[src/rtl/alu_arbiter.sv]
// Round-robin arbiter sharing one ALU between two valid/ready requesters.
// Two-stage path: issue register drives the ALU, result lands in a per-requester response buffer.
module alu_arbiter #(
    parameter int unsigned DW = 32
) (
    input  logic          clk,
    input  logic          rst_n,

    input  logic          req0_valid,
    output logic          req0_ready,
    input  logic [DW-1:0] req0_opa,
    input  logic [DW-1:0] req0_opb,
    input  logic [3:0]    req0_ctrl,

    input  logic          req1_valid,
    output logic          req1_ready,
    input  logic [DW-1:0] req1_opa,
    input  logic [DW-1:0] req1_opb,
    input  logic [3:0]    req1_ctrl,

    output logic [DW-1:0] alu_opa,
    output logic [DW-1:0] alu_opb,
    output logic [3:0]    alu_ctrl,
    input  logic [DW-1:0] alu_out,
    input  logic          alu_less,
    input  logic          alu_zero,

    output logic          rsp0_valid,
    input  logic          rsp0_ready,
    output logic [DW-1:0] rsp0_data,
    output logic          rsp0_less,
    output logic          rsp0_zero,

    output logic          rsp1_valid,
    input  logic          rsp1_ready,
    output logic [DW-1:0] rsp1_data,
    output logic          rsp1_less,
    output logic          rsp1_zero,

    output logic          busy
);

    logic          r_is_valid;
    logic          r_is_id;
    logic          r_last;
    logic [DW-1:0] r_is_opa;
    logic [DW-1:0] r_is_opb;
    logic [3:0]    r_is_ctrl;

    logic [1:0]    r_rb_valid;
    logic [1:0]    r_rb_less;
    logic [1:0]    r_rb_zero;
    logic [DW-1:0] r_rb_data [2];

    logic [1:0]    w_rsp_ready;
    logic          w_is_adv;
    logic          w_acc_en;
    logic          w_grant;
    logic          w_accept;
    logic [DW-1:0] w_sel_opa;
    logic [DW-1:0] w_sel_opb;
    logic [3:0]    w_sel_ctrl;

    assign w_rsp_ready = {rsp1_ready, rsp0_ready};
    // Issue only leaves when its destination buffer is free or draining this cycle.
    assign w_is_adv    = r_is_valid && (!r_rb_valid[r_is_id] || w_rsp_ready[r_is_id]);
    assign w_acc_en    = !r_is_valid || w_is_adv;
    assign w_accept    = w_acc_en && (req0_valid || req1_valid);

    // Round-robin: on contention the requester not served last wins.
    always_comb begin
        w_grant = 1'b0;
        if (req0_valid && req1_valid) begin
            w_grant = !r_last;
        end else if (req1_valid) begin
            w_grant = 1'b1;
        end
    end

    assign w_sel_opa  = w_grant ? req1_opa  : req0_opa;
    assign w_sel_opb  = w_grant ? req1_opb  : req0_opb;
    assign w_sel_ctrl = w_grant ? req1_ctrl : req0_ctrl;

    assign req0_ready = w_acc_en && req0_valid && !w_grant;
    assign req1_ready = w_acc_en && req1_valid &&  w_grant;

    // Issue stage; operand registers hold their values when the stage empties.
    always_ff @(posedge clk or negedge rst_n) begin
        if (!rst_n) begin
            r_is_valid <= 1'b0;
            r_is_id    <= 1'b0;
            r_last     <= 1'b1;
            r_is_opa   <= '0;
            r_is_opb   <= '0;
            r_is_ctrl  <= '0;
        end else if (w_accept) begin
            r_is_valid <= 1'b1;
            r_is_id    <= w_grant;
            r_last     <= w_grant;
            r_is_opa   <= w_sel_opa;
            r_is_opb   <= w_sel_opb;
            r_is_ctrl  <= w_sel_ctrl;
        end else if (w_is_adv) begin
            r_is_valid <= 1'b0;
        end
    end

    // Response buffers: a refill in the same cycle as a drain keeps the entry valid.
    always_ff @(posedge clk or negedge rst_n) begin
        if (!rst_n) begin
            r_rb_valid <= '0;
            r_rb_less  <= '0;
            r_rb_zero  <= '0;
            for (int i = 0; i < 2; i++) begin
                r_rb_data[i] <= '0;
            end
        end else begin
            for (int i = 0; i < 2; i++) begin
                if (w_is_adv && (r_is_id == 1'(i))) begin
                    r_rb_valid[i] <= 1'b1;
                    r_rb_data[i]  <= alu_out;
                    r_rb_less[i]  <= alu_less;
                    r_rb_zero[i]  <= alu_zero;
                end else if (r_rb_valid[i] && w_rsp_ready[i]) begin
                    r_rb_valid[i] <= 1'b0;
                end
            end
        end
    end

    assign alu_opa    = r_is_opa;
    assign alu_opb    = r_is_opb;
    assign alu_ctrl   = r_is_ctrl;

    assign rsp0_valid = r_rb_valid[0];
    assign rsp0_data  = r_rb_data[0];
    assign rsp0_less  = r_rb_less[0];
    assign rsp0_zero  = r_rb_zero[0];

    assign rsp1_valid = r_rb_valid[1];
    assign rsp1_data  = r_rb_data[1];
    assign rsp1_less  = r_rb_less[1];
    assign rsp1_zero  = r_rb_zero[1];

    assign busy = r_is_valid | r_rb_valid[0] | r_rb_valid[1];

endmodule

[config.mk]
export PLATFORM = sky130hd
export DESIGN_NAME = alu_arbiter
export DESIGN_NICKNAME = d
export VERILOG_FILES = /design/src/rtl/alu_arbiter.sv
export SDC_FILE = /design/constraint.sdc
export NUM_CORES = 1
export LEC_CHECK = 0
export CAP_MARGIN = 20
export CORE_MARGIN = 5
export CORE_UTILIZATION = 43
export DETAILED_ROUTE_END_ITERATION = 10
export GPL_TIMING_DRIVEN = 1
export PLACE_DENSITY = 0.86
export REMOVE_ABC_BUFFERS = 1
export SYNTH_ARGS = -nofsm -noshare
export SYNTH_HDL_FRONTEND = slang
export SYNTH_SLANG_ARGS = --single-unit
export TNS_END_PERCENT = 10
[constraint.sdc]
create_clock -name clk -period 3.9 [get_ports clk]
set_input_delay 0.78 -clock clk [delete_from_list [all_inputs] [get_ports clk]]
set_output_delay 0.78 -clock clk [all_outputs]
set_load 0.005 [all_outputs]
==> metrics.md, run 1 <==
| Metric | Value |
|---|---|
| Final hold vios | 0 |
| Clk_skew | 7.029 ps |
| Hold WS | 295.8 ps |
| Sequential power share | 34.5% |
| CTS tree | done |
| Largest net degree at the start of global routing | 123 |
| CP max FO | 4 |
| Root Driver | clkbuf_16 |
| # diodes | 0 |
| Net count, final | 886 |
| Final Util | 72.44% |
| Total GRT Usage | 21.39% |
| Switch share | 28.05% |
| Worst EP required | 3120 ps |
| Final setup violation count | 0 |
| Final wirelength | 18.19 mm |
| Unrepaired setup endpoints after global routing | no |
| Post-DP HPWL | 13.79 mm |
| Highest clock rate | 325.2 MHz |
| Setup TNS | 0 ps |
| Clock Latency Late Sink | 410 ps |
| Cts bufs inserted | 17 |
| Peak supply drop | 0.0006026 V |
| Hold WC Path Type | primary input to asynchronous set/reset pin |
| CTS Hold Bufs | 0 |
| Die area | 0.01675 mm2 |
| Max Transition Viols Final | 0 |
| DRT Pass-1 Iters | 4 |
| Core Area | 0.01393 mm2 |
| Clock network power share | 21.5% |
| Post-Syn Area | 0.006131 mm2 |
| Via count | 4539 |
| Via density | 5.027 |
| Power Internal | 5.351 mW |
| Remaining Overflow, GRT | 0 |
| Boundary Pins | 317 |
| Slew @ Worst Pin | 601.1 ps |
| Layout area overhead | 64.65% |
| H-tree lvl count | 4 |
| Crit start category | primary input |
| Post-CTS setup buffers | 0 |
| Die width | 129.4 um |
| Fin crit share | 78.84% |
| Ys Warns | 0 |
| I/O Buffers | 316 |
| Chip Height | 129.4 um |
| Number of global-route vias before repair | 5139 |
| Critical path class | primary input to output port |
| Syn Inst Count | 391 |
| Antenna violations before repair | 0 |
| # rows | 43 |
| Overall power | 7.438 mW |
| Type of destination of the critical path | output port |
| Post-synth cell types | 23 |
| Seq cells post-synth | 141 |
| Gpl congestion | 0.7962 |
| Register area share after synthesis | 57.57% |
| CTS max path bufs | 2 |
| Net Sw Power | 2.086 mW |
| Syn avg cell area | 15.68 um2 |
| Wire per inst | 20.15 um |
| Outcome | complete, no violations |
| ANT nets after route | 0 |
| MaxCap Viol Count | 0 |
| Resized cells post-CTS | 0 |
| Reg clk slew, reported paths | 60 ps |
| Starting Density | 44.00% |
| Leakage | 4.121 nW |
| Post-route DRC violation count | 0 |
| Share of cells above drive strength 1 | 34.16% |
| Power per Cell Area | 736.8 mW/mm2 |
| Worst slew margin | 59.93% |
| CP arrival | 2290 ps |
| Combinational share of power | 44.0% |
| Final min period | 3075 ps |
| CTS sink cnt | 141 |
| Initial DRC Count | 133 |
| Global-route wire length before repair | 27.35 mm |
-- area by class of cell --
class / count / area, um2
Clock buffer: 20 / 456.7
Clock inverter: 12 / 136.4
Fill cell: 912 / 3840
Inverter: 2 / 7.507
Multi-Input combinational cell: 225 / 2490
Sequential cell: 141 / 3530
Tap cell: 180 / 225.2
Timing Repair Buffer: 323 / 3249
-- worst max-delay path, stage by stage --
cell	delay, ps
clkdlybuf4s50_1	560
a21boi_4	240
and3_1	210
clkdlybuf4s50_1	510
-- power by group through the flow --
stage               registers (mW)  logic (mW)  clock network [mW]
CTS                           2.57        3.33                1.63
global placement              2.53        3.23                   0
floorplan                     2.59        1.25                   0
global route                  2.66        3.50                1.71
finish                        2.57        3.28                1.60
detailed placement            2.58        3.30                   0
-- placed cells by master, fill, tap and decap left out, drive strengths merged, types with 2 or more instances in the layout --
| cell type | instances |
|---|---|
| dfrtp | 140 |
| inv | 5 |
| mux2 | 204 |
| nor2 | 2 |
| nand2 | 3 |
| and3 | 2 |
| bufinv | 2 |
| clkinvlp | 3 |
| nand2b | 2 |
| nor2b | 2 |
| clkbuf | 20 |
| buf | 8 |
| clkinv | 4 |
| clkdlybuf4s50 | 315 |
-- logic make-up after synthesis --
kind of cell	after synthesis	share of synthesized area [%]
muxes	204	38.02
and+or+nand+nor	16	1.531
buffers and inverters	25	2.184
AOI/OAI and AO/OA	5	0.6939
DFF	141	57.57
-- metal layers --
| layer | global-route usage (%) | up-vias | routed length [um] |
|---|---|---|---|
| li1 | - | 2043 | - |
| met1 | 22.08 | 2232 | 6205 |
| met2 | 36.89 | 224 | 9114 |
| met3 | 11.17 | 40 | 2365 |
| met4 | 8.215 | 0 | 505 |
| met5 | 0 | - | 0 |
-- stage by stage --
step	setup slack [ps]	instances	instance area, um2
finish	825.4	903	10090
global route	796.7	903	10090
CTS	843.9	902	10070
detailed placement	842.7	870	9474
global placement	908.2	870	9474
floorplan	65.96	368	6005
-- synth_stat cells --
library cell,count,share of area [%]
mux2_2,195,36
dfrtp_1,140,57
buf_2,20,1.6
mux2_4,9,2.2
nand2_1,3,0.18
and3_1,2,0.20
buf_6,2,0.37
inv_1,2,0.12
nand2b_1,2,0.20
nor2_1,2,0.12
nor2b_1,2,0.20
a21boi_2,1,0.18
a22o_1,1,0.14
and2_1,1,0.10
clkbuf_1,1,0.061
dfstp_2,1,0.43
nand3_1,1,0.082
nand4b_1,1,0.14
nand4bb_1,1,0.18
o211a_1,1,0.16
o21ai_0,1,0.082
o21bai_1,1,0.12
or3_1,1,0.10
-- final timing paths --
| kind | start | end | slack [ps] | cells after the start |
|---|---|---|---|---|
| setup reg to reg | r_is_valid | alu_opa[15] | 1940 | 4 |
| hold reg to reg | alu_opa[7] | alu_opa[7] | 510 | 1 |
| setup / recovery | req1_valid | req1_ready | 830 | 4 |
| hold / removal | rst_n | r_rb_less[0] | 300 | 1 |
| min in group clk | alu_opa[7] | alu_opa[7] | 510 | 1 |
| max in group asynchronous | rst_n | alu_ctrl[1] | 2550 | 3 |
-- registers in the layout, summed over array words and instances (netlist names) --
register and cells:
alu_ctrl 4, alu_opb 32, rsp1_data 32, r_rb_less 2, r_last 1, rsp0_data 32, r_rb_zero 2, alu_opa 32
r_is_valid 1, r_is_id 1, r_rb_valid 2
Note: power is estimated with default switching activity, not from simulation.
==> run 2, diff against run 1 <==
--- a/config.mk
+++ b/config.mk
@@ -7,10 +7,10 @@
 export LEC_CHECK = 0
 export CAP_MARGIN = 20
 export CORE_MARGIN = 5
-export CORE_UTILIZATION = 43
+export CORE_UTILIZATION = 36
 export DETAILED_ROUTE_END_ITERATION = 10
 export GPL_TIMING_DRIVEN = 1
-export PLACE_DENSITY = 0.86
+export PLACE_DENSITY = 0.77
 export REMOVE_ABC_BUFFERS = 1
 export SYNTH_ARGS = -nofsm -noshare
 export SYNTH_HDL_FRONTEND = slang
==> constraint.sdc (replaced) <==
create_clock -name clk -period 2.65 [get_ports clk]
set_input_delay 0.53 -clock clk [delete_from_list [all_inputs] [get_ports clk]]
set_output_delay 0.53 -clock clk [all_outputs]
set_load 0.005 [all_outputs]
==> run 2 against run 1 <==
  * Global-route usage shrank 2.9 points
  * Die area increased by 18%
  * First-iteration DRC count fell by 21%
  * Design area rose by 1.7%
  * Register-to-register slack worse by 1000 ps
  * Cell count increased by 4.8%
  * Largest cell class unchanged
  * Highest routed layer unchanged
==> metrics.md, run 2 (synthesized netlist as in run 1, its figures left out) <==
| Metric | Value |
|---|---|
| CP Launch Point | req0_valid (was req1_valid) |
| Crit start category | primary input (unchanged) |
| Gpl congestion | 0.9068 (was 0.7962) |
| Most common cell after layout, fill and taps aside | clkdlybuf4s50_1 (unchanged) |
| Worst EP required | 2120 ps (was 3120 ps) |
| Die area | 0.01974 mm2 (was 0.01675 mm2) |
| # rows | 47 (was 43) |
| Slew @ Worst Pin | 547.7 ps (was 601.1 ps) |
| Post-CTS setup buffers | 0 (unchanged) |
| H-tree lvl count | 4 (unchanged) |
| Layout area overhead | 67.51% (was 64.65%) |
| Number of global-route vias before repair | 5255 (was 5139) |
| Die width | 140.5 um (was 129.4 um) |
| DRT Pass-1 Iters | 4 (unchanged) |
| Post-route DRC violation count | 0 (unchanged) |
| Clock network power share | 22.7% (was 21.5%) |
| Combinational share of power | 43.7% (was 44.0%) |
| Leakage | 4.177 nW (was 4.121 nW) |
| Initial DRC Count | 105 (was 133) |
| Remaining Overflow, GRT | 0 (unchanged) |
| Total GRT Usage | 18.46% (was 21.39%) |
| Placed Area | 0.009637 mm2 (was 0.009474 mm2) |
| Power Internal | 8.107 mW (was 5.351 mW) |
| Share of cells above drive strength 1 | 34.57% (was 34.16%) |
| Setup slack at placement | 75.72 ps (was 842.7 ps) |
| CTS Hold Bufs | 0 (unchanged) |
| Switch share | 27.81% (was 28.05%) |
| Final wirelength | 18.38 mm (was 18.19 mm) |
| Via count | 4529 (was 4539) |
| Setup ws final | 102.3 ps (was 825.4 ps) |
| Final hold vios | 0 (unchanged) |
| CP arrival | 2020 ps (was 2290 ps) |
| Sequential power share | 33.6% (was 34.5%) |
| Worst slew margin | 63.49% (was 59.93%) |
| Hold WS | 87.16 ps (was 295.8 ps) |
| Design Area, Final | 0.01027 mm2 (was 0.01009 mm2) |
| Overall power | 11.23 mW (was 7.438 mW) |
| Final setup violation count | 0 (unchanged) |
| Starting Density | 36.84% (was 44.00%) |
| Power per Cell Area | 1094 mW/mm2 (was 736.8 mW/mm2) |
| Final Instance Count excl. Fillers | 946 (was 903) |
| Unrepaired setup endpoints after global routing | no (unchanged) |
| Final min period | 2548 ps |
| Clk_skew | 7.638 ps (was 7.029 ps) |
| Setup TNS | 0 ps (unchanged) |
| Placed cell count | 915 (was 870) |
| Wire per inst | 19.43 um (was 20.15 um) |
| Net count, final | 890 (was 886) |
| Type of destination of the critical path | output port (unchanged) |
| Global-route wire length before repair | 28.63 mm (was 27.35 mm) |
| ANT nets after route | 0 (unchanged) |
| Final Util | 61.71% (was 72.44%) |
| Highest clock rate | 392.5 MHz |
| CTS tree | done (unchanged) |
| Via density | 4.788 (was 5.027) |
| Critical path class | primary input to output port (unchanged) |
| Cts bufs inserted | 17 (unchanged) |
| Resized cells post-CTS | 0 (unchanged) |
| Max Transition Viols Final | 0 (unchanged) |
| CTS sink cnt | 141 (unchanged) |
| Hold WC Path Type | primary input to asynchronous set/reset pin (unchanged) |
| Net Sw Power | 3.124 mW (was 2.086 mW) |
| Most frequent cells in the layout | clkdlybuf4s50_1, mux2_2, dfrtp_1 (unchanged) |
| Post-DP HPWL | 14.30 mm (was 13.79 mm) |
| Chip Height | 140.5 um (was 129.4 um) |
| Fin crit share | 96.14% |
| Peak supply drop | 0.0006903 V (was 0.0006026 V) |
| Clock Latency Late Sink | 410 ps (about the same) |
| Largest net degree at the start of global routing | 60 (was 123) |
| R2r startpoint | r_last (was r_is_valid) |
| CTS max path bufs | 2 (unchanged) |
| Root Driver | clkbuf_16 (unchanged) |
| Reg clk slew, reported paths | 70 ps (was 60 ps) |
| Boundary Pins | 317 (unchanged) |
| R2R cell count | 4 (unchanged) |
| Antenna violations before repair | 0 (unchanged) |
| I/O Buffers | 316 (unchanged) |
| # diodes | 0 (unchanged) |
| Core Area | 0.01664 mm2 (was 0.01393 mm2) |
| Reg2Reg Setup Slack | 920 ps (was 1940 ps) |
| R2R Path End | alu_opa[10] (was alu_opa[15]) |
| MaxCap Viol Count | 0 (unchanged) |
| CP max FO | 4 (unchanged) |
| Outcome | complete, no violations (unchanged) |
## run 2: cell types whose count changed in the layout (fill, tap and decap cells not counted), sizes merged
cell and delta:
clkbuf -3, buf +4, bufinv +2, inv +3
clkinvlp -1, clkinv -2
## run 2: power groups by stage
stage                     Combinational, mW  Sequential (mW)  Clock, mW
after global routing                   5.24             3.91       2.72
after CTS                              5.00             3.79       2.61
final                                  4.91             3.77       2.55
after floorplan                        1.84             3.81          0
after global placement                 4.88             3.72          0
after detailed placement               4.97             3.80          0
## run 2: layout make-up
type / instances / area, um2
tap: 220 / 275.3
clock buffer: 17 / 425.4
fill: 1292 / 6372
multi-input combinational: 225 / 2490
inverter: 2 / 7.507
sequential: 141 / 3530
clock inverter: 14 / 207.7
timing repair buffer: 327 / 3334
## run 2: routing by layer
layer	vias to the layer above	global-route usage (%)	part of all wire [%]
met5	-	0	0
met4	0	6.527	2.1
met3	27	9.748	12
met2	230	31.93	50
met1	2223	19.10	35
li1	2049	-	-
## run 2: worst max-delay path by stage
stage	endpoint	slack [ps]	cells after the start
after global routing	req1_ready	30	4
final	req1_ready	100	4
after CTS	req1_ready	60	4
after floorplan	req1_ready	-680	2
after global placement	req1_ready	130	4
after detailed placement	req1_ready	80	4
## run 2: critical path: stages
cell and delay (ps):
clkdlybuf4s50_1 520, a21boi_4 250, and3_1 210, clkdlybuf4s50_1 510
